File: src/rtl/movement_probe_scheduler.sv
// movement_probe_scheduler: once per frame, probes four points around the character box and commits the blocked flags.
// Latency: with immediate acks, tick in cycle 0 -> probes in cycles 1-4, COMMIT in 5, flags + move_enable in cycle 6.
// Backpressure: probe_req is held until probe_ack or TIMEOUT idle cycles; a frame_tick while busy is dropped and reported.
module movement_probe_scheduler #(
    parameter int CHAR_W  = 8,
    parameter int CHAR_H  = 16,
    parameter int TIMEOUT = 15
) (
    input  logic       clock,
    input  logic       resetn,
    input  logic       frame_tick,
    input  logic [7:0] x_position,
    input  logic [7:0] y_position,
    output logic       probe_req,
    output logic [7:0] probe_x,
    output logic [7:0] probe_y,
    input  logic       probe_ack,
    input  logic       probe_solid,
    output logic       down_blocked,
    output logic       up_blocked,
    output logic       left_blocked,
    output logic       right_blocked,
    output logic       move_enable,
    output logic       busy,
    output logic       overrun,
    output logic       timeout
);

    // Probe states are consecutive so "advance" is state + 1 and the
    // direction index (D=0, U=1, L=2, R=3) is state - 1.
    typedef enum logic [2:0] {
        IDLE    = 3'd0,
        PROBE_D = 3'd1,
        PROBE_U = 3'd2,
        PROBE_L = 3'd3,
        PROBE_R = 3'd4,
        COMMIT  = 3'd5
    } state_t;

    localparam logic [7:0] HALF_W  = 8'(CHAR_W / 2);
    localparam logic [7:0] HALF_H  = 8'(CHAR_H / 2);
    localparam logic [7:0] FULL_W  = 8'(CHAR_W);
    localparam logic [7:0] FULL_H  = 8'(CHAR_H);
    localparam logic [7:0] TO_LAST = 8'(TIMEOUT - 1);

    state_t     state_q, state_d;
    logic [7:0] xs_q, xs_d;
    logic [7:0] ys_q, ys_d;
    logic [7:0] wait_q, wait_d;
    logic [3:0] shadow_q, shadow_d;   // bit0 down, bit1 up, bit2 left, bit3 right
    logic [3:0] flags_q, flags_d;
    logic       move_enable_q, move_enable_d;
    logic       busy_q, busy_d;
    logic       overrun_q, overrun_d;
    logic       timeout_q, timeout_d;
    logic [1:0] dir;

    // Probe address decodes from state and the captured position; all sums wrap mod 256.
    always_comb begin
        probe_req = 1'b0;
        probe_x   = 8'd0;
        probe_y   = 8'd0;
        case (state_q)
            PROBE_D: begin
                probe_req = 1'b1;
                probe_x   = xs_q + HALF_W;
                probe_y   = ys_q + FULL_H;
            end
            PROBE_U: begin
                probe_req = 1'b1;
                probe_x   = xs_q + HALF_W;
                probe_y   = ys_q - 8'd1;
            end
            PROBE_L: begin
                probe_req = 1'b1;
                probe_x   = xs_q - 8'd1;
                probe_y   = ys_q + HALF_H;
            end
            PROBE_R: begin
                probe_req = 1'b1;
                probe_x   = xs_q + FULL_W;
                probe_y   = ys_q + HALF_H;
            end
            default: begin
                probe_req = 1'b0;
            end
        endcase
    end

    // Sequencer next-state: capture, probe handshake with timeout, commit, overrun detection.
    always_comb begin
        state_d       = state_q;
        xs_d          = xs_q;
        ys_d          = ys_q;
        wait_d        = wait_q;
        shadow_d      = shadow_q;
        flags_d       = flags_q;
        move_enable_d = 1'b0;
        overrun_d     = 1'b0;
        timeout_d     = 1'b0;
        dir           = 2'(state_q - 3'd1);
        case (state_q)
            IDLE: begin
                if (frame_tick) begin
                    xs_d     = x_position;
                    ys_d     = y_position;
                    shadow_d = 4'b0000;
                    wait_d   = 8'd0;
                    state_d  = PROBE_D;
                end
            end
            PROBE_D, PROBE_U, PROBE_L, PROBE_R: begin
                // An ack on the last allowed wait cycle still wins over the timeout.
                if (probe_ack) begin
                    shadow_d[dir] = probe_solid;
                    wait_d        = 8'd0;
                    state_d       = state_t'(state_q + 3'd1);
                end else if (wait_q == TO_LAST) begin
                    shadow_d[dir] = 1'b1;
                    wait_d        = 8'd0;
                    timeout_d     = 1'b1;
                    state_d       = state_t'(state_q + 3'd1);
                end else begin
                    wait_d = wait_q + 8'd1;
                end
            end
            COMMIT: begin
                flags_d       = shadow_q;
                move_enable_d = 1'b1;
                state_d       = IDLE;
            end
            default: begin
                state_d = IDLE;
            end
        endcase
        if (frame_tick && (state_q != IDLE)) begin
            overrun_d = 1'b1;
        end
        busy_d = (state_d != IDLE);
    end

    // State and output registers; reset blocks all directions until the first commit.
    always_ff @(posedge clock or negedge resetn) begin
        if (!resetn) begin
            state_q       <= IDLE;
            xs_q          <= 8'd0;
            ys_q          <= 8'd0;
            wait_q        <= 8'd0;
            shadow_q      <= 4'b0000;
            flags_q       <= 4'b1111;
            move_enable_q <= 1'b0;
            busy_q        <= 1'b0;
            overrun_q     <= 1'b0;
            timeout_q     <= 1'b0;
        end else begin
            state_q       <= state_d;
            xs_q          <= xs_d;
            ys_q          <= ys_d;
            wait_q        <= wait_d;
            shadow_q      <= shadow_d;
            flags_q       <= flags_d;
            move_enable_q <= move_enable_d;
            busy_q        <= busy_d;
            overrun_q     <= overrun_d;
            timeout_q     <= timeout_d;
        end
    end

    assign down_blocked  = flags_q[0];
    assign up_blocked    = flags_q[1];
    assign left_blocked  = flags_q[2];
    assign right_blocked = flags_q[3];
    assign move_enable   = move_enable_q;
    assign busy          = busy_q;
    assign overrun       = overrun_q;
    assign timeout       = timeout_q;

endmodule

File: config.mk
export PLATFORM = sky130hd
export DESIGN_NAME = movement_probe_scheduler
export DESIGN_NICKNAME = d
export VERILOG_FILES = /design/src/rtl/movement_probe_scheduler.sv
export SDC_FILE = /design/constraint.sdc
export NUM_CORES = 1
export LEC_CHECK = 0
export ABC_AREA = 1
export BUFFER_PORTS_ARGS = -buffer_cell sky130_fd_sc_hd__buf_2
export CAP_MARGIN = 40
export CORE_UTILIZATION = 57
export DETAILED_ROUTE_END_ITERATION = 10
export PLACE_DENSITY = 0.81
export SLEW_MARGIN = 0
export SYNTH_ARGS = -nofsm -noshare
export SYNTH_HDL_FRONTEND = slang
export SYNTH_SLANG_ARGS = --single-unit
export TNS_END_PERCENT = 1
File: constraint.sdc
create_clock -name clock -period 2.3 [get_ports clock]
set_input_delay 0.345 -clock clock [delete_from_list [all_inputs] [get_ports clock]]
set_output_delay 0.345 -clock clock [all_outputs]
set_load 0.005 [all_outputs]
; ---- After elaboration in Yosys (flattened, before gate mapping)
; Index checks and enable logic that the tools add are counted.
[word_totals]
reg_bits = 39
latchBits = 0
ramBits = 0
rom_bits = 0
output_inout_bits = 25
wordCells = 65
memories = 0
[op_classes]
n_addsub = 9
n_mul = 0
n_div = 0
magnitude_cmp = 2
eq_ne = 8
n_shift = 0
mux = 23
bitwise = 1
reduce_logical = 12
[op_table]
columns = operator, n
row1 = $pmux W8 S3, 2
row2 = $mux W8, 3
row3 = $add A8 B4 Y8 const B, 2
row4 = $pmux W8 S2, 1
row5 = $sub A8 B1 Y8 const B, 2
row6 = $mux W4, 3
row7 = $mux W3, 3
row8 = $add A8 B1 Y8 const B, 1
row9 = $add A8 B3 Y8 const B, 1
row10 = $add A8 B5 Y8 const B, 1
row11 = $eq A8 B4 Y1 const B, 1
row12 = $pmux W4 S2, 1
row13 = $mux W1, 7
row14 = $eq A3 B2 Y1 const B, 2
row15 = $eq A3 B3 Y1 const B, 2
row16 = $pmux W3 S2, 1
row17 = $reduce_bool A3 Y1, 2
row18 = $bwmux W4, 1
row19 = $or A4 B4 Y4, 1
row20 = $reduce_and A2 Y1, 2
row21 = $reduce_or A2 Y1, 2
row22 = $reduce_or A4 Y1, 1
row23 = $add A3 B1 Y3 const B, 1
row24 = $eq A3 B1 Y1 const B, 1
row25 = other kinds (10), 11

; ---- Depth between registers and ports, before layout
[depth]
ltp_word = 9
mapped_depth = 10
depth_no_buf = 10

; ---- Least setup slack after synthesis
; OpenSTA, ideal clock, no wires.
[synth_timing]
kind = register to output
startpoint = reg state_q[0]
endpoint = out probe_x[0]
t_arrival_ps = 1459
path_slack_ps = 496
path_stages_with_launch = 10
n_path_buf = 1
cell_sequence = dfrtp_1 > inv_1 > ha_1 > nand2_2 > nand2_4 > nor2_8 > inv_2 > buf_6 > o21ai_0 > a21oi_1
[synth_via]
elab_chain_cells = 3
[synth_lines]
columns = item, line
row1 = start: declaration, 46  ; state_t state_q, state_d;
row2 = start signal: assignment, 156  ; state_q <= state_d;
row3 = $eq A3 B1 Y1 / $eq A3 B2 Y1 (equally long branches), 63  ; case (state_q)
row4 = $reduce_or A2 Y1 (no line), --
row5 = $pmux W8 S3 (*), 63
row6 = end: declaration, 15  ; output logic [7:0] probe_x,
; Every way passes the cells marked *; elsewhere a longest branch is shown, timed or not.

; ---- Worst setup path after layout
[layout_timing]
startpoint = reg state_q[0]
endpoint = out probe_x[4]
; Same word-level chain as after synthesis.

==> impl_metrics.py <==
metrics = {
    "status": {
        "status": "completed",
    },
    "floorplanning": {
        "die_h_um": 71.6,
        "initial_utilization_pct": 61.3,
        "num_io_pins": 46,
        "std_cell_rows": 24,
        "die_area_um2": 5130,
        "die_w_um": 71.6,
        "core_area_um2": 4500,
    },
    "clocking": {
        "clock_latency_ns": 0.30,
        "clk_pin_slew_ns": 0.08,
        "cts_buffer_depth": 2,
        "cts_made_buffers": 5,
        "htree_levels": 2,
        "clock_sinks": 39,
        "cts_root_buf": "clkbuf_8",
        "cts_tree": "done",
    },
    "placed_design": {
        "dp.cells": 467,
        "dp_worst_setup_slack_ns": 0.220,
        "place_congestion": 0.932,
        "place.port_buffers": 45,
        "dpl.hpwl_mm": 4.71,
    },
    "logic_synthesis": {
        "yosys_register_bits": 39,
        "syn_area_um2": 2760,
        "ys_async_sr_fraction_pct": 100,
        "yosysUniqueCellTypes": 38,
        "synth-seq-area-share_pct": 35.5,
        "synthFlopType": "dfrtp_1",
        "synth_nets": 418,
        "synth_cells": 374,
        "synth_area_per_cell_um2": 7.39,
        "synth_edf_count": 0,
        "yosysWarningCount": 0,
    },
    "sta": {
        "fmax_mhz": 444,
        "hold_viol": 0,
        "setup_ws_ns": 0.0493,
        "fin_hold_ws_ns": 0.246,
        "finClkSkew_ns": 0.00456,
        "period_share_pct": 97.9,
        "rsz0062_at_grt": "true",
        "slew_headroom_pct": 70.6,
        "fin_crit_ns": 2.25,
        "setup_viol": 0,
        "tightestPinTransition_ns": 0.441,
        "fin_tns_setup_ns": 0,
        "final_max_slew_viol_count": 0,
    },
    "cells_and_area": {
        "area_delta_synth_final_pct": 16.9,
        "fill_cells": 388,
        "layout-drive-gt1-share_pct": 22.1,
        "stdcell_count": 481,
        "fin_nets": 472,
        "antennaDiodeCount": 0,
    },
    "global_route": {
        "grt.met2_usage_pct": 48.0,
        "use_met1_pct": 35.6,
        "grt_max_degree": 32,
        "track_usage_pct": 28.0,
        "antenna_found_initial": 0,
        "grt_first_pass_wirelength_mm": 11.4,
        "met3_usage_pct": 5.20,
        "grt_pass1_vias": 2573,
        "grt.busiest_layer": "met2",
        "gr-total-overflow": 0,
    },
    "critical_path": {
        "crit_cells": 9,
        "path_class": "flop to output port",
        "r2r_cells": 10,
        "worstReg2RegStart": "state_q[0]",
        "cp.required_ns": 1.96,
        "cp_num_buf_inv": 3,
        "cpPeakStageDelay_ns": 0.46,
        "crit_fanout": 15,
        "crit_top_cell": "nand2_1",
        "arrival_ns": 1.91,
        "reg2reg_slack_ns": 0.31,
        "critPathTopFamily": "simple AND/OR/NAND/NOR gates",
        "rr_endpoint": "wait_q[3]",
        "cp_cell_sequence": "buf_4 -> ha_1 -> nand2_1 -> nand2_4 -> nor2_8 -> inv_4 -> nand2_1 -> nand2_1 -> buf_2",
        "startpoint_type": "flop",
        "crit_slowest_cell": "dfrtp_2",
        "cp-end-kind": "output port",
    },
    "routing": {
        "drc_errors": 0,
        "routedWlPerCell_um": 13.9,
        "wl_mm": 6.69,
        "drt_iter0_drc": 253,
        "ant_nets": 0,
        "via_per_inst": 5.58,
        "vias": 2684,
        "drtPass1Iterations": 5,
    },
    "pwr": {
        "leakage_nw": 1.69,
        "finalPower_mw": 4.38,
        "p_per_area_nw_per_um2": 1360,
        "vdd_drop_max_mv": 0.664,
    },
    "hold_path": {
        "whs_path_depth": 3,
        "min_path_type": "input port to flop",
        "min_to": "ys_q[2]",
        "holdCritStartpoint": "y_position[2]",
    },
    "flow_run": {
        "cap_violations": 0,
    },
}
## state kept, by name, summed over array words and instances, names as in the netlist, 3 cells and up
signal / count
ys_q: 8
xs_q: 8
state_q: 3
flags_q: 4
shadow_q: 4
wait_q: 8
## through the flow
stage                     instance area, µm²  util [%]
after floorplan                         2760         -
after global placement                  3020      67.1
after detailed placement                3050      67.7
after CTS                               3190      70.9
after global routing                    3230      71.7
final                                   3230      71.7
## worst min-delay path, stage by stage
cell,delay (ns)
buf_2,0.07
nand2_1,0.04
o21ai_0,0.05
## synth_stat cells, drive strengths merged, types with 2 or more instances
| cell | n | share of area [%] |
|---|---|---|
| dfstp | 4 | 3.8 |
| or2 | 10 | 2.3 |
| o21bai | 2 | 0.68 |
| ha | 23 | 10 |
| buf | 4 | 1.5 |
| a21boi | 2 | 0.54 |
| clkbuf | 5 | 0.68 |
| nor2 | 26 | 4.5 |
| nor3 | 7 | 1.3 |
| a31oi | 2 | 0.45 |
| nand2 | 103 | 15 |
| a21oi | 10 | 1.8 |
| nand3 | 40 | 7.2 |
| dfrtp | 35 | 32 |
| o21ai | 34 | 6.6 |
| nand4 | 12 | 2.7 |
| xor2 | 2 | 0.63 |
| o22ai | 2 | 0.45 |
| o31ai | 2 | 0.54 |
| inv | 43 | 5.8 |
## per-layer routing
metal | vias up | share of wire [%]
met5 | - | 0
met4 | 0 | 1.7
met3 | 12 | 5.9
met2 | 104 | 49
met1 | 1234 | 44
li1 | 1334 | -
## worst max path at each step
stage | from | endpoint | slack, ns
floorplan | state_q[0] | probe_x[0] | 0.50
global placement | state_q[0] | probe_x[5] | 0.27
detailed placement | state_q[0] | probe_x[7] | 0.22
CTS | state_q[0] | probe_x[7] | -0.003
global route | state_q[1] | probe_x[7] | -0.04
finish | state_q[0] | probe_x[4] | 0.05
## area by class of cell
type	count	area [µm²]	share of cell area, %
inverters	44	170	5.27
repair buffers	56	330	10.2
well taps	52	65.1	2.01
multi-input cells	282	1570	48.6
clock buffers	5	68.8	2.13
flip-flops and latches	39	982	30.4
clock inverters	3	43.8	1.36
## where the power goes
group | total [mW] | internal [mW] | switching [mW]
sequential | 1.21 | 0.951 | 0.260
combinational | 2.58 | 0.982 | 1.60
clock | 0.586 | 0.323 | 0.263
total | 4.38 | 2.26 | 2.12
## what timing repair did
action                                  in CTS  in global routing
gates resized for setup                      4                 10
hold endpoints to repair                    16                  0
endpoints found under the setup margin       7                 12
pin swaps                                    0                  1
hold buffers                                 1                  0
buffers inserted                             2                  3
## cell families after synthesis
family | Yosys count | share of synthesized area [%]
AO/OA/AOI/OAI | 57 | 11.9
AND/OR/NAND/NOR | 199 | 33.1
XOR/XNOR | 3 | 0.951
buffers and inverters | 53 | 8.20
flip-flops | 39 | 35.5
adder cells (fa/ha/maj) | 23 | 10.4
## cell usage in the layout (no fill, tap or decap), drive strengths merged, types with 2 or more instances in the layout
master / instances
inv: 43
buf: 55
a21oi: 10
o21ai: 34
nand2: 103
o31ai: 2
o22ai: 2
ha: 23
clkinv: 3
nor2: 26
dfrtp: 35
nor3: 7
o21bai: 2
nand3: 40
a31oi: 2
nand4: 12
a21boi: 2
xor2: 2
or2: 10
dfstp: 4
clkbuf: 5
No activity file was read; power rests on OpenSTA's default activity.
